### config.mk
export PLATFORM = sky130hd
export DESIGN_NAME = tgate_mux_arbiter
export DESIGN_NICKNAME = d
export VERILOG_FILES = /design/src/rtl/tgate_mux_arbiter.sv
export SDC_FILE = /design/constraint.sdc
export NUM_CORES = 1
export LEC_CHECK = 0
export BUFFER_PORTS_ARGS = -buffer_cell sky130_fd_sc_hd__buf_4
export CORE_MARGIN = 4
export CORE_UTILIZATION = 57
export CTS_CLUSTER_SIZE = 30
export DETAILED_ROUTE_END_ITERATION = 6
export PLACE_DENSITY = 0.8
export SETUP_SLACK_MARGIN = 0.02
export SLEW_MARGIN = 20
export SYNTH_ARGS = -nofsm -noshare
export SYNTH_HDL_FRONTEND = slang
export SYNTH_SLANG_ARGS = --single-unit
### constraint.sdc
create_clock -name clk -period 2.37 [get_ports clk]
set_input_delay 0.474 -clock clk [delete_from_list [all_inputs] [get_ports clk]]
set_output_delay 0.474 -clock clk [all_outputs]
set_load 0.05 [all_outputs]
### src/rtl/tgate_mux_arbiter.sv
// Round-robin arbiter that shares one transmission-gate 2:1 mux between two
// requesters. Each gate's n/p controls are driven from their own flops, and
// every hand-over inserts DEAD_CYCLES all-off cycles (break-before-make).
module tgate_mux_arbiter #(
   parameter int unsigned DEAD_CYCLES = 2,  // 1..255
   parameter int unsigned MAX_HOLD    = 8   // 1..255
) (
   input  logic clk,
   input  logic rst,
   input  logic req0,
   input  logic req1,
   output logic gnt0,
   output logic gnt1,
   output logic g0_n,
   output logic g0_p,
   output logic g1_n,
   output logic g1_p,
   output logic busy,
   output logic owner
);

   typedef enum logic [1:0] {StIdle, StDead, StGrant0, StGrant1} state_e;

   localparam logic [7:0] DeadLoad = 8'(DEAD_CYCLES - 1);
   localparam logic [7:0] HoldLast = 8'(MAX_HOLD - 1);

   state_e     st_q, st_d;
   logic       tgt_q, tgt_d;
   logic [7:0] cnt_q, cnt_d;
   logic       last_q, last_d;
   logic       owner_q, owner_d;
   logic       gnt0_q, gnt1_q;
   logic       g0_n_q, g0_p_q, g1_n_q, g1_p_q;
   logic       busy_q;

   logic [1:0] req_vec;
   logic       cur;        // index of the current owner while granted
   logic       mine_req;
   logic       other_req;

   assign req_vec   = {req1, req0};
   assign cur       = (st_q == StGrant1);
   assign mine_req  = req_vec[cur];
   assign other_req = req_vec[~cur];

   // Next-state logic: arbitration, dead-time countdown and hold-time limit.
   always_comb begin
      st_d    = st_q;
      tgt_d   = tgt_q;
      cnt_d   = cnt_q;
      last_d  = last_q;
      owner_d = owner_q;
      unique case (st_q)
         StIdle: begin
            if (req0 || req1) begin
               st_d  = StDead;
               cnt_d = DeadLoad;
               // On a tie the side that did not own last goes first.
               tgt_d = (req0 && req1) ? ~last_q : req1;
            end
         end
         StDead: begin
            if (cnt_q != 8'd0) begin
               cnt_d = cnt_q - 8'd1;
            end else if (req_vec[tgt_q]) begin
               st_d    = tgt_q ? StGrant1 : StGrant0;
               last_d  = tgt_q;
               owner_d = tgt_q;
               cnt_d   = 8'd0;
            end else begin
               st_d = StIdle;
            end
         end
         StGrant0, StGrant1: begin
            if (!mine_req) begin
               if (other_req) begin
                  st_d  = StDead;
                  tgt_d = ~cur;
                  cnt_d = DeadLoad;
               end else begin
                  st_d  = StIdle;
                  cnt_d = 8'd0;
               end
            end else if (other_req && (cnt_q == HoldLast)) begin
               // Hold limit reached while the other side waits: revoke.
               st_d  = StDead;
               tgt_d = ~cur;
               cnt_d = DeadLoad;
            end else begin
               cnt_d = other_req ? cnt_q + 8'd1 : 8'd0;
            end
         end
         default: st_d = StIdle;
      endcase
   end

   // State and registered outputs; outputs are decoded from the next state.
   always_ff @(posedge clk) begin
      if (rst) begin
         st_q    <= StIdle;
         tgt_q   <= 1'b0;
         cnt_q   <= 8'd0;
         last_q  <= 1'b1;
         owner_q <= 1'b0;
         gnt0_q  <= 1'b0;
         gnt1_q  <= 1'b0;
         g0_n_q  <= 1'b0;
         g0_p_q  <= 1'b1;
         g1_n_q  <= 1'b0;
         g1_p_q  <= 1'b1;
         busy_q  <= 1'b0;
      end else begin
         st_q    <= st_d;
         tgt_q   <= tgt_d;
         cnt_q   <= cnt_d;
         last_q  <= last_d;
         owner_q <= owner_d;
         gnt0_q  <= (st_d == StGrant0);
         gnt1_q  <= (st_d == StGrant1);
         g0_n_q  <= (st_d == StGrant0);
         g0_p_q  <= (st_d != StGrant0);
         g1_n_q  <= (st_d == StGrant1);
         g1_p_q  <= (st_d != StGrant1);
         busy_q  <= (st_d == StDead);
      end
   end

   assign gnt0  = gnt0_q;
   assign gnt1  = gnt1_q;
   assign g0_n  = g0_n_q;
   assign g0_p  = g0_p_q;
   assign g1_n  = g1_n_q;
   assign g1_p  = g1_p_q;
   assign busy  = busy_q;
   assign owner = owner_q;

endmodule

==> flow_summary.toml <==
[timing]
final_hold_viol_count = 0
layout_min_cycle_time_ns = 2.031
fin_crit_sh = 0.8571
finClkSkew_ns = 0.005147
setup_viol = 0
grt_setup_unrepaired = "no"
worst_slew_pin_slew_ns = 0.6770
timing.fmax_ghz = 0.4923
finalSetupTns_ns = 0
report.final.slew_viol_count = 0
relSlewSlack = 0.5445

[die]
initial_utilization = 0.6016
chipWidth_um = 53.74
io_pins = 12
die_y_um = 53.74
coreArea_sq_mm = 0.001982
die_area_sq_mm = 0.002887
row_count = 16

[critical_path]
crit_path_cell_trace = "inv_1 > ha_1 > nor3b_1 > nand2_1 > o21ai_0 > a21oi_1 > o311ai_1"
critPathLaunchType = "flop"
worstPathMaxFanout = 7
reg2reg_depth = 7
cp_slowest_stage_delay_ns = 0.48
r2r_end = "cnt_q[7]"
end_kind = "flop"
critical_path_required_ns = 2.59
endpoint = "cnt_q[7]"
cp.depth = 7
crit_slowest_cell = "o21ai_0"
r2r_start = "cnt_q[0]"
r2r_slack_ns = 0.34
critical_path.top_delay_family = "compound AO/OA/AOI/OAI gates"
crit_path_start = "cnt_q[0]"
worstPathArrival_ns = 2.25
path_buf_inv = 1
critical_path_class = "reg -> reg"

[drt]
route.layer.met1.wl_um = 1226
top_layer_used = "met4"
wire_per_inst_um = 14.38
ant_nets = 0
viasPerCell = 6.265
drt_iter0_markers = 42
wl_met3_um = 143
drc_errors = 0
finalWirelength_um = 2661
wl_met2_um = 1210
dr_total_vias = 1159
first_pass_iters = 4

[status]
run_status = "finished clean"

[synthesis]
synth_top_family_by_area = "simple AND/OR/NAND/NOR gates"
synthesis.nets = 163
synth-edff-count = 0
yosysTopAreaCellShare = 0.3022
ys_ff_latch = 18
synthMuxAreaShare = 0.03463
synthCells = 156
synth_cell_types = 45
synth_area_leader_cell = "dfxtp_1"
seq_area_frac_synth = 0.3022
syn_avg_cell_area_sq_um = 7.644
synth-compound-area-share = 0.2371
ys.flop_type = "dfxtp_1"
synth_area_leaders = "dfxtp_1, nor2_1, nand2_1"
synth-adder-area-share = 0.03148
syn_area_sq_mm = 0.001192
synth-async-reset-ratio = 0
synth-simple-area-share = 0.2907
synth_xor_area_frac = 0.02204
yosys_warnings = 0

[placed_design]
routabilityCongestion = 0.9007
place_hpwl_um = 1924
place.port_buffers = 11
dp.cells = 181

[clock_tree]
root_buffer = "clkbuf_4"
cts_tree = "done"
cts_hold_repair.buffers = 0
clockBufferDepth = 2
cts.sinks = 18
htreeDepth = 1
clk_pin_slew_ns = 0.11
clock_latency_ns = 0.31
numCtsBuffers = 3
cts_setup_buffers = 0
cts_resized = 0

[grt]
grt_overflow_total = 0
grt_max_degree = 24
antenna_found_initial = 0
grt_pass1_vias = 991
grt_usage = 0.2111
grt_pass1_wl_um = 4429

[power]
power_switching_share = 0.4825
power.internal_uw = 882.8
vdd_drop_max_uv = 829.4
p_comb_frac = 0.563
clkPwrFrac = 0.114
p_sw_uw = 823.0
pwr-share-seq = 0.323
leakagePower_nw = 0.4698
power-per-cell-area_mw_per_mm2 = 1331

[hold_path]
hold_class = "in -> reg"
whs_path_depth = 2

[run]
max-cap-violations = 0

[cells_and_area]
diodes = 0
final_nets = 166
drive_gt1_frac = 0.1646
area_delta_synth_final_pct = 7.450
num-fill-cells = 160
fin_cells = 185
## cell usage after synthesis (2+ instances only)
| cell | instances |
|---|---|
| nand3b_1 | 3 |
| a221oi_1 | 3 |
| a21oi_1 | 8 |
| nor2_1 | 19 |
| o21ai_0 | 7 |
| nor3_1 | 6 |
| o311ai_0 | 2 |
| or3_1 | 4 |
| inv_1 | 6 |
| nor2b_1 | 2 |
| xnor2_1 | 3 |
| clkbuf_1 | 8 |
| o21ai_2 | 2 |
| nand2_1 | 17 |
| buf_2 | 3 |
| and3_1 | 2 |
| ha_1 | 3 |
| dfxtp_1 | 18 |
| nand3_1 | 6 |
| mux2i_1 | 3 |
| a311oi_1 | 2 |
| nand2b_1 | 2 |
| nor4_1 | 3 |
| buf_4 | 2 |
| a211oi_1 | 2 |
## worst reg2reg max path: stages (launching register included)
cell and delay, ns:
dfxtp_1 0.38, inv_1 0.11, ha_1 0.19, nor3b_1 0.35, nand2_1 0.12, o21ai_0 0.48
a21oi_1 0.08, o311ai_1 0.23
## stage by stage
| stage | utilization | area (sq um) | hold WS [ns] | power, mW | setup slack (ns) |
|---|---|---|---|---|---|
| floorplan | - | 1192 | 0.4702 | 1.321 | 0.6391 |
| global placement | 0.6282 | 1245 | 0.4875 | 1.475 | 0.4938 |
| detailed placement | 0.6282 | 1245 | 0.5088 | 1.502 | 0.3944 |
| CTS | 0.6465 | 1281 | 0.4827 | 1.702 | 0.3734 |
| global route | 0.6465 | 1281 | 0.5117 | 1.854 | 0.09189 |
| finish | 0.6465 | 1281 | 0.4870 | 1.706 | 0.3388 |
## sequential cells by signal (all words and copies together) (netlist names)
| name | flops |
|---|---|
| g1_p | 1 |
| g0_p | 1 |
| st_q | 2 |
| cnt_q | 8 |
| busy | 1 |
| owner | 1 |
| g0_n | 1 |
| last_q | 1 |
| tgt_q | 1 |
| g1_n | 1 |
## cells by family (layout without fill, tap and decap cells)
kind of cell,count (synthesis),count (layout)
fa+ha+maj,3,3
flops,18,18
compound gates,38,38
buf+inv,21,23
mux,4,4
xor+xnor,3,3
simple gates,69,69
## layout by cell type, fill, tap and decap left out, types with 2 or more instances in the layout
master	n
clkbuf_4	3
nor2_1	19
inv_1	6
nor4_1	3
a21oi_1	8
nand3_1	6
buf_4	12
and3_1	2
nand3b_1	3
a221oi_1	3
a211oi_1	2
o21ai_0	7
a311oi_1	2
nand2_1	17
dfxtp_1	18
ha_1	3
nand2b_1	2
o21ai_2	2
nor3_1	6
mux2i_1	3
nor2b_1	2
xnor2_1	3
or3_1	4
o311ai_0	2
## metal layers
layer | vias up | global-route usage
met2 | 38 | 0.3185
met5 | - | 0
met3 | 7 | 0.03878
met4 | 0 | 0.1404
met1 | 544 | 0.2710
li1 | 570 | -
## cell type report
class                   instances  area [sq um]  share of cell area
clock buffers                   4         36.28             0.02832
inverters                       7         26.28             0.02051
multi-input cells             117         734.5              0.5732
flip-flops and latches         18         360.3              0.2813
well taps                      27         33.78             0.02637
repair buffers                 12         90.09             0.07031
## how the worst min path moves through the flow
stage / to / start
3_3_place_gp: cnt_q[1] / cnt_q[1]
5_1_grt: cnt_q[2] / rst
4_1_cts: cnt_q[3] / rst
3_5_place_dp: last_q / last_q
6_report: cnt_q[2] / rst
2_1_floorplan: cnt_q[1] / cnt_q[1]
## power by group through the flow
stage | sequential [mW] | clock (mW) | combinational (mW)
floorplan | 0.519 | 0 | 0.803
global route | 0.571 | 0.212 | 1.07
global placement | 0.543 | 0 | 0.933
finish | 0.550 | 0.195 | 0.960
detailed placement | 0.550 | 0 | 0.951
CTS | 0.544 | 0.201 | 0.957
Note: power is estimated with default switching activity, not from simulation.
